**src/rtl/seq_shift_add_multiplier.sv**
```systemverilog
// Unsigned sequential shift-and-add multiplier: one conditional ripple-carry add
// and one right shift per cycle, giving a 2*WIDTH-bit product after WIDTH steps.
module seq_shift_add_multiplier #(
   parameter int WIDTH = 4
) (
   input  logic                 clk,
   input  logic                 rst,
   input  logic                 start,
   input  logic [WIDTH-1:0]     A,
   input  logic [WIDTH-1:0]     B,
   output logic                 busy,
   output logic                 done,
   output logic [2*WIDTH-1:0]   P
);

   localparam int CW = (WIDTH > 2) ? $clog2(WIDTH) : 1;
   localparam logic [CW-1:0] LAST_STEP = CW'(WIDTH - 1);

   typedef enum logic [1:0] {
      IDLE = 2'd0,
      RUN  = 2'd1,
      DONE = 2'd2
   } state_t;

   state_t               state_r, state_s;
   logic [WIDTH-1:0]     m_r, q_r, acc_r;
   logic                 c_r;
   logic [CW-1:0]        count_r;
   logic                 busy_r, done_r;
   logic [2*WIDTH-1:0]   p_r;

   logic [WIDTH:0]       sum_s;
   logic                 add_c_s;
   logic [WIDTH-1:0]     add_acc_s;
   logic [WIDTH-1:0]     acc_shift_s, q_shift_s;

   // Bit-serial carry chain; equivalent to four_bit_RCA with Cin=0 when WIDTH=4.
   function automatic logic [WIDTH:0] rca_add(input logic [WIDTH-1:0] a,
                                              input logic [WIDTH-1:0] b,
                                              input logic             cin);
      logic             c;
      logic [WIDTH-1:0] s;
      c = cin;
      s = '0;
      for (int i = 0; i < WIDTH; i++) begin
         s[i] = a[i] ^ b[i] ^ c;
         c    = (a[i] & b[i]) | (c & (a[i] ^ b[i]));
      end
      return {c, s};
   endfunction

   // One multiply step: conditional add, then shift {C,acc,Q} right by one.
   always_comb begin
      sum_s = rca_add(acc_r, m_r, 1'b0);
      if (q_r[0]) begin
         add_c_s   = sum_s[WIDTH];
         add_acc_s = sum_s[WIDTH-1:0];
      end else begin
         add_c_s   = 1'b0;
         add_acc_s = acc_r;
      end
      acc_shift_s = {add_c_s, add_acc_s[WIDTH-1:1]};
      q_shift_s   = {add_acc_s[0], q_r[WIDTH-1:1]};
   end

   // Next-state decode.
   always_comb begin
      state_s = state_r;
      case (state_r)
         IDLE: begin
            if (start) begin
               state_s = RUN;
            end else begin
               state_s = IDLE;
            end
         end
         RUN: begin
            if (count_r == LAST_STEP) begin
               state_s = DONE;
            end else begin
               state_s = RUN;
            end
         end
         DONE:    state_s = IDLE;
         default: state_s = IDLE;
      endcase
   end

   // State, datapath and registered handshake outputs.
   always_ff @(posedge clk) begin
      if (rst) begin
         state_r <= IDLE;
         m_r     <= '0;
         q_r     <= '0;
         acc_r   <= '0;
         c_r     <= 1'b0;
         count_r <= '0;
         busy_r  <= 1'b0;
         done_r  <= 1'b0;
         p_r     <= '0;
      end else begin
         state_r <= state_s;
         busy_r  <= (state_s == RUN);
         done_r  <= (state_s == DONE);
         case (state_r)
            IDLE: begin
               if (start) begin
                  m_r     <= A;
                  q_r     <= B;
                  acc_r   <= '0;
                  c_r     <= 1'b0;
                  count_r <= '0;
               end
            end
            RUN: begin
               acc_r   <= acc_shift_s;
               q_r     <= q_shift_s;
               c_r     <= 1'b0;
               count_r <= count_r + CW'(1);
               // The product is the post-shift value of the final step.
               if (count_r == LAST_STEP) begin
                  p_r <= {acc_shift_s, q_shift_s};
               end
            end
            default: begin
               c_r <= c_r;
            end
         endcase
      end
   end

   assign busy = busy_r;
   assign done = done_r;
   assign P    = p_r;

endmodule
```
**config.mk**
```make
export PLATFORM = sky130hd
export DESIGN_NAME = seq_shift_add_multiplier
export DESIGN_NICKNAME = d
export VERILOG_FILES = /design/src/rtl/seq_shift_add_multiplier.sv
export SDC_FILE = /design/constraint.sdc
export NUM_CORES = 1
export LEC_CHECK = 0
export BUFFER_PORTS_ARGS = -buffer_cell sky130_fd_sc_hd__buf_2
export CELL_PAD_IN_SITES_DETAIL_PLACEMENT = 2
export CELL_PAD_IN_SITES_GLOBAL_PLACEMENT = 2
export CORE_MARGIN = 5
export CORE_UTILIZATION = 35
export DETAILED_ROUTE_END_ITERATION = 12
export PLACE_DENSITY = 0.78
export SYNTH_ARGS = -nofsm -noshare
export SYNTH_HDL_FRONTEND = slang
export SYNTH_SLANG_ARGS = --single-unit
```
**constraint.sdc**
```tcl
create_clock -name clk -period 4.4 [get_ports clk]
set_clock_uncertainty 0.2 [all_clocks]
set_input_delay 0 -clock clk [delete_from_list [all_inputs] [get_ports clk]]
set_output_delay 0 -clock clk [all_outputs]
set_load 0.02 [all_outputs]
```
# ---- Yosys cells after proc, flatten, opt, wreduce, memory -nomap -nowiden
# Index checks and enable logic that the tools add are counted.
dict set report totals {
  inputBits 11
  out_inout_bits 10
  word_cells 47
  register_bits 26
}
dict set report classes {
  muxes 11
  n_reduce_logical 5
  eq_ne 5
  n_bitwise 17
  addsub 1
}
# op count
set op_table {}
lappend op_table {{$pmux W4 S2} 2}
lappend op_table {{$mux W4} 3}
lappend op_table {{$pmux W2 S2} 2}
lappend op_table {{$and A1 B1 Y1} 7}
lappend op_table {{$xor A1 B1 Y1} 7}
lappend op_table {{$reduce_and A2 Y1} 3}
lappend op_table {{$eq A2 B1 Y1 const B} 2}
lappend op_table {{$eq A2 B2 Y1 const B} 2}
lappend op_table {{$mux W2} 2}
lappend op_table {{$or A1 B1 Y1} 3}
lappend op_table {{$add A2 B1 Y2 const B} 1}
lappend op_table {{$logic_not A2 Y1} 1}
lappend op_table {{$mux W1} 2}
lappend op_table {{$ne A2 B2 Y1 const B} 1}
lappend op_table {{$reduce_bool A2 Y1} 1}

# ---- Logic depth before layout (Yosys ltp)
# Gate-level depths: netlist (run 1).
dict set report depth {
  depth_word 9
  mapped_depth 9
  depth_no_buf 9
}

# ---- Worst setup path after synthesis (run 1)
# OpenSTA, ideal clock, no wires.
dict set report synth_timing {
  path_kind {reg2reg}
  from {reg acc_r[0]}
  to {reg acc_r[2]}
  stages_incl_launch_ff 10
  arrival_time_ps 2156
  required_ps 4072
  setup_ps 128
  path_buffers 0
  period_less_slack_ps 2484
  slack_ps 1916
  path_cell_list {dfxtp_1 > ha_1 > inv_1 > fa_1 > fa_1 > inv_1 > fa_1 > mux2_1 > a22oi_1 > nor2_1}
}
dict set report synth_between {
  elab_chain_len 8
}
# item line
set synth_rtl {}
lappend synth_rtl {{from (decl)} 26} ;# logic [WIDTH-1:0] m_r, q_r, acc_r;
lappend synth_rtl {{from (signal assigned)} 116} ;# acc_r <= acc_shift_s;
lappend synth_rtl {{$and A1 B1 Y1 (2 in series)} 47} ;# c = (a[i] & b[i]) | (c & (a[i] ^ b[i]));
lappend synth_rtl {{$or A1 B1 Y1} 47}
lappend synth_rtl {{$and A1 B1 Y1} 47}
lappend synth_rtl {{$or A1 B1 Y1} 47}
lappend synth_rtl {{$xor A1 B1 Y1} 46} ;# s[i] = a[i] ^ b[i] ^ c;
lappend synth_rtl {{$mux W4} 55} ;# if (q_r[0]) begin
lappend synth_rtl {{$pmux W4 S2} 105} ;# case (state_r)
# No other way between the ends.
# A chain may end at the register's enable or synchronous reset.

# ---- Final worst setup path (run 1)
dict set report layout_timing {
  from {reg acc_r[0]}
  to {reg p_r[6] (netlist: P[6])}
}
dict set report layout_between {
  elab_chain_len 7
}
# item line
set layout_rtl {}
lappend layout_rtl {{$and A1 B1 Y1 (2 in series)} 47}
lappend layout_rtl {{$or A1 B1 Y1} 47}
lappend layout_rtl {{$and A1 B1 Y1} 47}
lappend layout_rtl {{$or A1 B1 Y1} 47}
lappend layout_rtl {{$xor A1 B1 Y1} 46}
lappend layout_rtl {{$mux W4} 55}
lappend layout_rtl {{to (signal assigned)} 122} ;# p_r <= {acc_shift_s, q_shift_s};
lappend layout_rtl {{to (decl)} 30} ;# logic [2*WIDTH-1:0] p_r;
# No other way between the ends.

==> results.yml, run 1 <==
global_routing:
  gr-total-overflow: 0
  grt_max_degree: 27
  met3_usage: 0.0253
  grt_pass1_vias: 1107
  use_met1: 0.175
  met2_usage: 0.300
  grt_first_pass_wirelength_um: 5280
  grt_usage: 0.157
  busiest_layer: "met2"
  grt_antenna_before_repair: 0
layout:
  area_growth_pct: 26.9
  n_fill_cell: 363
  ff_latch_area_um2: 520
  nets: 168
  layout_common_cells: "dfxtp_1 (26), nor2_1 (20), buf_2 (20), dlygate4sd3_1 (16), nand2_1 (13)"
  n_antenna_cell: 0
  layout_commonest_cell: "dfxtp_1"
  design_area_um2: 1420
  multi_input_area_um2: 538
  drive_gt1_frac: 0.193
synth:
  yosysWarnings: 0
  synth_area_per_cell_um2: 9.58
  synth.yosys.seq_area_share: 0.464
  ys_ff_latch: 26
  yosysUniqueCellTypes: 27
  synthesis.nets: 133
  netlist_instances: 117
  synth_area_um2: 1120
clock_network:
  clk_pin_slew_ps: 140
  cts_tree: "built"
  postCtsSetupRepairBufs: 0
  clock-sinks: 26
  cts_buffers: 3
  cts.path.max_buffers: 2
  cts-root-buf: "clkbuf_4"
  clock_latency_ps: 320
  htreeDepth: 1
die:
  start_util: 0.367
  dieHeight_um: 66.6
  rows: 20
  io_pins: 21
  coreArea_um2: 3050
  fp.dieArea_um2: 4430
  die_x_um: 66.6
place:
  dp_hpwl_um: 2050
  port-buffer-count: 20
  gp_congestion: 0.710
  placed_area_um2: 1240
power:
  power_density_nw_per_um2: 291
  p_leak_uw: 0.000603
  power_frac_seq: 0.614
  power_switching_share: 0.264
  combPwrFrac: 0.132
  ir_drop_mv: 0.147
  p_switching_uw: 109
  internal_power_uw: 304
  clkPwrFrac: 0.254
timing:
  hold_violations: 0
  maxSlewViolCount: 0
  worst_pin_slew_ps: 526
  fin_crit_ps: 2660
  setup_viol: 0
  rsz0062_at_grt: "no"
  relSlewSlack: 0.648
  tns_ps: 0
  fmax_mhz: 375
  timing.hold.ws_ps: 270
  final.period_utilization: 0.606
hold_path:
  hp-class: "reg -> reg"
worst_setup_path:
  worstSetupEndpointType: "register"
  start_kind: "register"
  cp.arrival_ps: 2670
  crit_type: "reg -> reg"
  required_ps: 4410
  cp_max_fo: 3
routing:
  drc: 0
  dr.pass1.iters: 5
  routedWlPerCell_um: 16.3
  viasPerCell: 4.99
  drtAntennaViolNets: 0
  drt_wl_total_um: 3160
  drtIter0Drc: 29
  vias: 969
status:
  status: "finished clean"
job:
  drv_cap: 0
[worst max-delay path, cell delays in order (launching register included)]
cell and delay [ps]:
dfxtp_1 380, ha_1 150, inv_1 50, fa_1 370, fa_1 370, inv_1 80
fa_1 410, mux2_1 330, nor2_1 140, nor3_2 60
[layer usage]
metal / wire, um / vias to the layer above / part of all wire
li1: - / 461 / -
met1: 1310 / 485 / 0.42
met2: 1700 / 15 / 0.54
met3: 66 / 8 / 0.021
met4: 79 / 0 / 0.025
met5: 0 / - / 0
[state kept, by name, indices dropped and copies added, names as in the netlist]
register,flops
P,8
acc_r,4
busy,1
count_r,2
done,1
m_r,4
q_r,4
state_r,2
[final cells by class]
class,count,share of cell area
multi-input cells,78,0.378
flip-flops and latches,26,0.366
repair buffers,36,0.183
well taps,44,0.0387
inverters,7,0.0185
clock buffers,3,0.0158
[worst paths after layout]
kind,depth (start not counted),slack [ps],startpoint,end
setup reg to reg,9,1740,acc_r[0],P[6]
setup / recovery,9,1740,acc_r[0],P[6]
hold / removal,2,270,P[5],P[5]
hold reg to reg,2,270,P[5],P[5]
[Yosys cell counts]
cell type	number	area (um^2)
dfxtp_1	26	521
nor2_1	20	75.1
nand2_1	13	48.8
a21oi_1	9	45.0
mux2i_1	8	80.1
inv_1	7	26.3
o211ai_1	4	30.0
a211oi_1	3	22.5
fa_1	3	60.1
a22oi_1	2	15.0
buf_1	2	7.51
ha_1	2	25.0
mux2_1	2	22.5
nor2b_2	2	17.5
nor3_2	2	20.0
a222oi_1	1	10.0
a32oi_1	1	8.76
and3b_1	1	8.76
buf_2	1	5.00
buf_4	1	7.51
buf_6	1	11.3
clkbuf_2	1	5.00
nand2b_1	1	6.26
nand3_1	1	5.00
nand3b_1	1	7.51
nor3b_4	1	18.8
o21bai_2	1	11.3
[through the flow]
stage | utilization | total power [uW] | instances | setup slack [ps]
after floorplan | - | 289 | 117 | 1920
after detailed placement | 0.406 | 302 | 175 | 1720
after global placement | 0.406 | 300 | 175 | 1860
final | 0.466 | 413 | 194 | 1740
after CTS | 0.466 | 416 | 194 | 1690
after global routing | 0.466 | 434 | 194 | 1570
[power by group through the flow]
stage,sequential [uW],clock [uW],combinational (uW)
final,254,105,54.6
after global routing,256,118,60.8
after CTS,254,107,54.5
after detailed placement,259,0,43.2
after global placement,258,0,41.3
after floorplan,256,0,32.9
[cells by family (layout without fill, tap and decap cells)]
logic type,Yosys count,count (layout),synth area share
muxes,10,10,0.0915
adders and majority gates,5,5,0.0759
and+or+nand+nor,42,42,0.185
buffers and inverters,13,46,0.0558
AOI/OAI and AO/OA,21,21,0.127
DFF,26,26,0.464
[repair_timing]
item / 4_1_cts / 5_1_grt
hold buffers: 16 / 0
setup endpoints to repair: 0 / 0
endpoints found under the hold margin: 25 / 0
gates resized for setup: 0 / 0
Power figures use the tool's default switching activity.
==> run 2: changes to the inputs <==
- ABC_AREA: unset -> 1
- CORE_UTILIZATION: 35 -> 31
- PLACE_DENSITY: 0.78 -> 0.74
- clock period: 4.4 -> 2.7 ns (I/O delays scaled with it)
==> run 2 against run 1 <==
  * Synthesized cell count grew 21%
  * Global-route usage shrank 1.3 points
  * Cell area shrank 0.97%
  * Clock power grew 110%
  * Critical endpoint is now acc_r[2]
  * Count of clock-buffer cells in the layout is the same
  * Critical path depth grew 1
  * Flip-flop and latch count is the same
  * Largest cell class unchanged
  * Register-to-register slack lost 1500 ps
  * Largest power group unchanged
  * Worst hold slack gained 12 ps
  * Via count grew 7.0%
  * Power grew 76%
  * Combinational power grew 76%
==> results.yml, run 2 <==
place:
  gp_congestion: 0.728
  placed_area_um2: 1270
  port-buffer-count: 20
  dp.cells: 206
  dp_hpwl_um: 2330
worst_setup_path:
  cp.arrival_ps: 2390
  worstSetupEndpointType: "register"
  cp_max_fo: 3
  slowest_stage: "fa_1"
  r2r-start: "acc_r[0]"
  r2r_slack_ps: 280
  required_ps: 2660
  start_kind: "register"
  cp_top_family: "adder cells"
  r2r-end: "acc_r[2]"
  crit_type: "reg -> reg"
  path_cells: "ha_1 -> inv_1 -> fa_1 -> fa_1 -> inv_1 -> fa_1 -> nand2_1 -> nand2_1 -> nand2_1 -> a21oi_1"
  crit_start: "acc_r[0]"
  crit_buf_inv: 2
  worst_path_largest_cell_delay_ps: 410
  ff2ff_path_depth: 10
layout:
  design_area_um2: 1410
  layout.cells.non_filler: 219
  n_fill_cell: 417
  multi_input_area_um2: 523
  n_antenna_cell: 0
  area_growth_pct: 23.6
  nets: 189
  layout_common_cells: "nand2_1 (31), dfxtp_1 (26), buf_2 (20), nand3_1 (16), inv_1 (14)"
  ff_latch_area_um2: 520
  drive_gt1_frac: 0.193
  layout_commonest_cell: "nand2_1"
  largest_reg_flops: 8
timing:
  setup_viol: 0
  fin_crit_ps: 2420
  hold_violations: 0
  maxSlewViolCount: 0
  worst_pin_slew_ps: 386
  rsz0062_at_grt: "no"
  relSlewSlack: 0.742
  tns_ps: 0
  final.period_utilization: 0.898
  timing.hold.ws_ps: 282
  fmax_mhz: 412
synth:
  ys.flop_type: "dfxtp_1"
  yosysUniqueCellTypes: 21
  async_flop_share: 0
  synth_area_per_cell_um2: 8.03
  synth-edff-count: 0
  synthesis.nets: 158
  synthTopCellsByCount: "nand2_1 (31), dfxtp_1 (26), nand3_1 (16)"
  synth_top_cell_area_share: 0.457
  synth.most_common_cell: "nand2_1"
  netlist_instances: 142
  synth.yosys.seq_area_share: 0.457
  netlist_top_cells_area: "dfxtp_1 (46%), nand2_1 (10%), nand3_1 (7.0%), fa_1 (5.3%), inv_1 (4.6%)"
  yosysWarnings: 0
  synth_area_um2: 1140
  post-synth-top-area-cell: "dfxtp_1"
  ys_ff_latch: 26
die:
  rows: 22
  start_util: 0.316
  coreArea_um2: 3610
  die_x_um: 70.6
  dieHeight_um: 70.6
  fp.dieArea_um2: 4990
  io_pins: 21
hold_path:
  min-delay-start: "P[2]"
  whs_endpoint: "P[2]"
  min_delay_path_depth: 2
  hp-class: "reg -> reg"
clock_network:
  htreeDepth: 1
  clock_latency_ps: 270
  cts.path.max_buffers: 2
  postCtsSetupRepairBufs: 0
  cts-root-buf: "clkbuf_8"
  cts_tree: "built"
  clk_pin_slew_ps: 90
  cts_buffers: 3
  clock-sinks: 26
routing:
  dr.pass1.iters: 4
  drtIter0Drc: 26
  drt_wl_total_um: 3250
  routedWlPerCell_um: 14.8
  drc: 0
  drtAntennaViolNets: 0
  viasPerCell: 4.74
  vias: 1037
global_routing:
  grt_first_pass_wirelength_um: 5720
  grt_max_degree: 20
  grt_pass1_vias: 1168
  gr-total-overflow: 0
  grt_antenna_before_repair: 0
  grt_usage: 0.144
power:
  power_density_nw_per_um2: 517
  p_leak_uw: 0.000639
  ir_drop_mv: 0.190
job:
  drv_cap: 0
status:
  status: "finished clean"
## run 2: cell types whose count changed after synthesis, sizes merged, moves of 8 or more
cell,before,now
nor2,20,10
nand3,1,19
inv,7,17
nand2,13,33
o21ai,0,10
mux2i,8,0
## run 2: power by group
group | internal [uW] | switching (uW)
Sequential | 399 | 12.6
Clock | 100 | 121
Combinational | 37.8 | 58.1
Total | 537 | 192
## run 2: final cells by class
type	count	area share
tap	48	0.0426
clock buffer	3	0.0293
multi-input combinational	95	0.371
sequential	26	0.369
inverter	17	0.0453
timing repair buffer	30	0.142
## run 2: worst max path at each step
stage               endpoint  depth (start not counted)
finish              acc_r[2]                         10
global route        acc_r[2]                         10
CTS                 acc_r[2]                         10
detailed placement  acc_r[2]                         10
global placement    acc_r[2]                         10
floorplan           acc_r[2]                         10
## run 2: through the flow
stage / total power, uW / worst slack (ps) / util
floorplan: 479 / 482 / -
global placement: 501 / 417 / 0.351
detailed placement: 507 / 319 / 0.351
CTS: 744 / 258 / 0.391
global route: 772 / 188 / 0.391
finish: 729 / 276 / 0.391
## run 2: layer usage
metal | GRT usage | up-vias | part of all wire
li1 | - | 516 | -
met1 | 0.158 | 506 | 0.41
met2 | 0.282 | 11 | 0.56
met5 | 0 | - | 0
met3 | 0.0185 | 4 | 0.025
met4 | 0.0501 | 0 | 0.012
## run 2: cells by family after synthesis
| logic type | share of synthesized area |
|---|---|
| AND/OR/NAND/NOR | 0.277 |
| buffers and inverters | 0.0845 |
| flip-flops | 0.457 |
| AO/OA/AOI/OAI | 0.108 |
| adder cells (fa/ha/maj) | 0.0746 |
## run 2: worst min-delay path, stage by stage, from the launching register on
cell     delay [ps]
dfxtp_1         320
nand3_1          70
nand2_1          50
## run 2: repair_timing
action | CTS | global route
hold buffers | 10 | 0
resized for setup | 0 | 0
endpoints found under the setup margin | 0 | 0
hold endpoints to repair | 14 | 0
